`src/rtl/seed_random_5_card_dealer.sv`:
```
// LFSR-driven card dealer: round-robin arbitration over N_CH requesters,
// rejection-sampled ranks 1..13, optional finite shoe with shuffle reload.
module seed_random_5_card_dealer #(
    parameter int                N_CH      = 2,
    parameter int                LFSR_W    = 16,
    parameter logic [LFSR_W-1:0] TAPS      = 16'hB400,
    parameter logic [LFSR_W-1:0] SEED      = 16'hACE1,
    parameter int                DECK_MODE = 1,
    parameter int                N_DECKS   = 1,
    localparam int               CH_W      = (N_CH > 1) ? $clog2(N_CH) : 1,
    localparam int               CL_W      = $clog2(52*N_DECKS+1),
    localparam int               RC_W      = $clog2(4*N_DECKS+1)
) (
    input  logic              clk_cd_i,
    input  logic              rst_cd_i,
    input  logic [N_CH-1:0]   req_i,
    input  logic              shuffle_i,
    output logic [N_CH-1:0]   ack_o,
    output logic              card_valid_o,
    output logic [3:0]        card_o,
    output logic [CH_W-1:0]   card_ch_o,
    output logic [CL_W-1:0]   cards_left_o,
    output logic              empty_o,
    output logic [1:0]        state_o
);

    localparam logic [1:0] IDLE = 2'd0;
    localparam logic [1:0] DRAW = 2'd1;
    localparam logic [1:0] SEND = 2'd2;

    localparam logic [LFSR_W-1:0] SEED_NZ   = (SEED == '0) ? LFSR_W'(1) : SEED;
    localparam logic [CL_W-1:0]   FULL_SHOE = CL_W'(52*N_DECKS);
    localparam logic [RC_W-1:0]   FULL_RANK = RC_W'(4*N_DECKS);
    localparam logic [CH_W:0]     N_CH_W    = (CH_W+1)'(N_CH);
    localparam bit                FINITE    = (DECK_MODE != 0);

    logic [1:0]        state;
    logic [LFSR_W-1:0] lfsr;
    logic [LFSR_W-1:0] lfsr_next;
    logic [CH_W-1:0]   rr_ptr;
    logic [CH_W-1:0]   rr_next;
    logic [CH_W-1:0]   grant;
    logic [N_CH-1:0]   req_rot;
    logic [CH_W-1:0]   arb_off;
    logic [CH_W:0]     arb_sum;
    logic [CH_W:0]     nxt_sum;
    logic [CH_W-1:0]   arb_sel;
    logic              arb_hit;
    logic [RC_W-1:0]   rank_cnt [16];
    logic [3:0]        cand;
    logic              cand_ok;

    assign lfsr_next = lfsr[0] ? ((lfsr >> 1) ^ TAPS) : (lfsr >> 1);
    assign cand      = lfsr[3:0];
    assign cand_ok   = (cand != 4'd0) && (cand <= 4'd13) &&
                       (!FINITE || (rank_cnt[cand] != '0));

    // Rotate requests so bit 0 is the RR pointer; the lowest set bit wins.
    always_comb begin
        req_rot = N_CH'({req_i, req_i} >> rr_ptr);
        arb_off = '0;
        arb_hit = 1'b0;
        for (int i = N_CH-1; i >= 0; i--) begin
            if (req_rot[i]) begin
                arb_off = CH_W'(i);
                arb_hit = 1'b1;
            end
        end
        arb_sum = {1'b0, rr_ptr} + {1'b0, arb_off};
        if (arb_sum >= N_CH_W) begin
            arb_sum = arb_sum - N_CH_W;
        end
        arb_sel = arb_sum[CH_W-1:0];
        nxt_sum = {1'b0, grant} + (CH_W+1)'(1);
        rr_next = (nxt_sum >= N_CH_W) ? '0 : nxt_sum[CH_W-1:0];
    end

    always_ff @(posedge clk_cd_i) begin
        if (rst_cd_i) begin
            state        <= IDLE;
            lfsr         <= SEED_NZ;
            rr_ptr       <= '0;
            grant        <= '0;
            card_o       <= '0;
            card_ch_o    <= '0;
            empty_o      <= 1'b0;
            cards_left_o <= FULL_SHOE;
            for (int r = 0; r < 16; r++) begin
                rank_cnt[r] <= (r >= 1 && r <= 13) ? FULL_RANK : '0;
            end
        end else begin
            lfsr <= lfsr_next;
            case (state)
                IDLE: begin
                    if (shuffle_i && FINITE) begin
                        cards_left_o <= FULL_SHOE;
                        empty_o      <= 1'b0;
                        for (int r = 0; r < 16; r++) begin
                            rank_cnt[r] <= (r >= 1 && r <= 13) ? FULL_RANK : '0;
                        end
                    end else if (arb_hit && !empty_o) begin
                        grant <= arb_sel;
                        state <= DRAW;
                    end
                end
                DRAW: begin
                    if (cand_ok) begin
                        card_o    <= cand;
                        card_ch_o <= grant;
                        if (FINITE) begin
                            rank_cnt[cand] <= rank_cnt[cand] - RC_W'(1);
                            cards_left_o   <= cards_left_o - CL_W'(1);
                        end
                        state <= SEND;
                    end
                end
                SEND: begin
                    rr_ptr <= rr_next;
                    if (FINITE && cards_left_o == '0) begin
                        empty_o <= 1'b1;
                    end
                    state <= IDLE;
                end
                default: state <= IDLE;
            endcase
        end
    end

    assign state_o      = state;
    assign card_valid_o = (state == SEND);
    assign ack_o        = card_valid_o ? (N_CH'(1) << grant) : '0;

endmodule
```
`config.mk`:
```
export PLATFORM = sky130hd
export DESIGN_NAME = seed_random_5_card_dealer
export DESIGN_NICKNAME = d
export VERILOG_FILES = /design/src/rtl/seed_random_5_card_dealer.sv
export SDC_FILE = /design/constraint.sdc
export NUM_CORES = 1
export LEC_CHECK = 0
export BUFFER_PORTS_ARGS = -buffer_cell sky130_fd_sc_hd__buf_2
export CAP_MARGIN = 20
export CORE_MARGIN = 1
export CORE_UTILIZATION = 30
export DETAILED_ROUTE_END_ITERATION = 10
export GPL_TIMING_DRIVEN = 0
export PLACE_DENSITY = 0.44
export REMOVE_ABC_BUFFERS = 1
export SKIP_CTS_REPAIR_TIMING = 1
export SYNTH_ARGS = -nofsm -noshare
export SYNTH_HDL_FRONTEND = slang
export SYNTH_SLANG_ARGS = --single-unit
```
`constraint.sdc`:
```
create_clock -name clk_cd_i -period 3.1 [get_ports clk_cd_i]
set_input_delay 0.465 -clock clk_cd_i [delete_from_list [all_inputs] [get_ports clk_cd_i]]
set_output_delay 0.465 -clock clk_cd_i [all_outputs]
set_load 0.1 [all_outputs]
```
==> summary.txt <==
Die X: 111 microns
Register area share after synthesis: 58.7%
Row cnt: 39
Cells after Synth: 297
Max-slew violations: 0
Worst-skew pair later-pin latency: 0.34 ns
Initial antenna violation count: 0
Clock Skew: 0.00703 ns
Routed wire per std cell: 15.5 microns
RSZ-0062 raised after global routing: yes
Final Util: 37.8%
Root buffer selected by CTS: clkbuf_16
Max clock buf depth: 2
Fin crit share: 100%
Final Non-Filler Cells: 490
Area Growth Syn to Fin: 22.3%
CP Launch Type: register
Setup TNS: -0.0166 ns
FF+latch area: 0.00209 sq mm
Initial Utilization: 30.9%
Iteration-0 DRC Markers: 105
Count of input and output buffers: 21
Die Y-Extent: 111 microns
CP Class: reg2reg
Worst Tran Pin Value: 1.20 ns
Worst-path clk slew: 0.06 ns
Share of cells above drive strength 1: 31.4%
Setup-failing EPs final: 9
Most frequent cells in the layout: 48 x edfxtp_1, 30 x nor2_1, 28 x dfxtp_1, 27 x nand2_1, 21 x buf_2
Max VDD drop: 0.354 mV
Total Wirelength: 7590 microns
PD cells: 574 mW/mm^2
Post-synth cell types: 52
Crit path time final: 3.10 ns
Core ar.: 0.0115 sq mm
DR vias: 2308
Worst Setup End Kind: register
# DRC: 0
Synthesis Warnings: 0
Relative slew slack: 19.9%
H-tree levels: 3
Post-synthesis register bit count: 80
Number of I/O pins: 22
CTS tree: built
F_max: 322 MHz
Multi-input logic area: 0.00143 sq mm
ANT cells: 0
Hold WC Path Type: reg2reg
Final #Nets: 350
Syn Std Cell Area: 0.00355 sq mm
WP data required: 3.14 ns
Grt total ovfl: 0
Via/cell ratio: 4.71
Status: finished with violations
CTS Sinks: 80
Inst Count DP: 453
Most common cell after layout, fill and taps aside: edfxtp_1
CTS Buf Count: 9
Static Leak: 0.00160 uW
Failing checks: negative setup slack
Setup WS post-layout: -0.00309 ns
Filler cells: 1094
First-pass GRT wire length: 11900 microns
Vias in the first global route: 2228
DP Wirelength: 4960 microns
Synthesized area per cell: 11.9 sq um
Register-to-register setup slack: -0.003 ns
Die area: 0.0123 sq mm
Antenna Nets Post-Route: 0
Largest net degree at the start of global routing: 31
Final Wtd Congestion: 0.702
Fin. Hold Viols: 0
Peak fanout along the critical path: 6
Global Route Usage Sum: 12.8%
WP data arrival: 3.15 ns
Max cap viols: 0
DRT Pass-1 Iters: 4
metal layers:
layer / vias to the layer above / global-route usage [%] / part of all wire [%] / routed length (microns)
li1: 1142 / - / - / -
met1: 1126 / 17.6 / 49 / 3730
met2: 30 / 19.1 / 46 / 3510
met3: 10 / 3.61 / 3.2 / 242
met4: 0 / 4.80 / 1.5 / 110
met5: - / 0 / 0 / 0
synth_stat cells (all sizes together):
cell,number,area [sq um]
o21ai,4,20.0
a21oi,9,52.6
nor3b,3,38.8
buf,11,88.8
or2,6,40.0
and3,4,25.0
conb,1,3.75
nor4b,1,23.8
and2,3,18.8
a2111oi,2,30.0
or3,1,6.26
and2b,1,8.76
nor4,2,27.5
nor3,8,45.0
xor2,3,26.3
mux4,9,203
nand3,23,143
edfxtp,48,1440
xnor2,4,35.0
nand2,34,130
mux2i,7,70.1
dfxtp,32,641
or3b,2,17.5
or4,2,18.8
clkbuf,7,26.3
o211ai,1,7.51
nand4,6,37.5
nand2b,3,18.8
inv,9,33.8
ha,3,37.5
nor2b,11,68.8
o31ai,1,7.51
a22oi,3,22.5
nor2,33,134
where the power goes:
group	switching [uW]	internal (uW)	leakage, uW	total, uW
Clock	420	538	0.000136	958
Combinational	203	117	0.000729	320
Sequential	30.5	1180	0.000735	1210
logic make-up after synthesis:
kind of cell | synth area share, %
buf+inv | 4.20
mux | 7.69
compound gates | 3.95
flops | 58.7
simple gates | 22.6
fa+ha+maj | 1.06
other cells | 0.106
xor+xnor | 1.73
state kept, by name, summed over array words and instances (netlist names):
register      flops
rank_cnt         48
lfsr             16
cards_left_o      6
card_o            4
state_o           2
card_ch_o         1
empty_o           1
grant             1
rr_ptr            1
critical path: stages, from the launching register on:
cell	delay [ns]
dfxtp_4	0.36
buf_16	0.14
mux2i_4	0.19
mux4_2	0.49
nand2_4	0.12
o21ai_2	0.06
ha_2	0.20
ha_4	0.18
or3b_4	0.42
nor4b_4	0.29
buf_6	0.19
nand2_4	0.06
nand2_2	0.09
stage by stage:
stage	area [sq um]	setup WS, ns	power [uW]	hold WS (ns)
after detailed placement	3800	-1.42	1510	0.398
final	4340	-0.00309	2490	0.409
after CTS	4070	-1.40	2480	0.408
after floorplan	3460	-0.513	1420	0.389
after global placement	3750	-1.86	1500	0.392
after global routing	4340	-0.0783	2590	0.430
area by class of cell:
| cell class | instances | share of cell area (%) |
|---|---|---|
| Sequential cell | 80 | 48.3 |
| Tap cell | 143 | 4.12 |
| Multi-Input combinational cell | 198 | 32.9 |
| Clock inverter | 6 | 0.807 |
| Clock buffer | 10 | 5.28 |
| Timing Repair Buffer | 44 | 7.81 |
| Inverter | 9 | 0.779 |
worst paths after layout:
path                              start              to  cells past startpoint
worst min register to register  lfsr[8]         lfsr[7]                      1
worst max register to register  lfsr[1]  rank_cnt[6][0]                     12
worst min-delay path            lfsr[8]         lfsr[7]                      1
worst max-delay path            lfsr[1]  rank_cnt[6][0]                     12
Power figures use the tool's default switching activity.
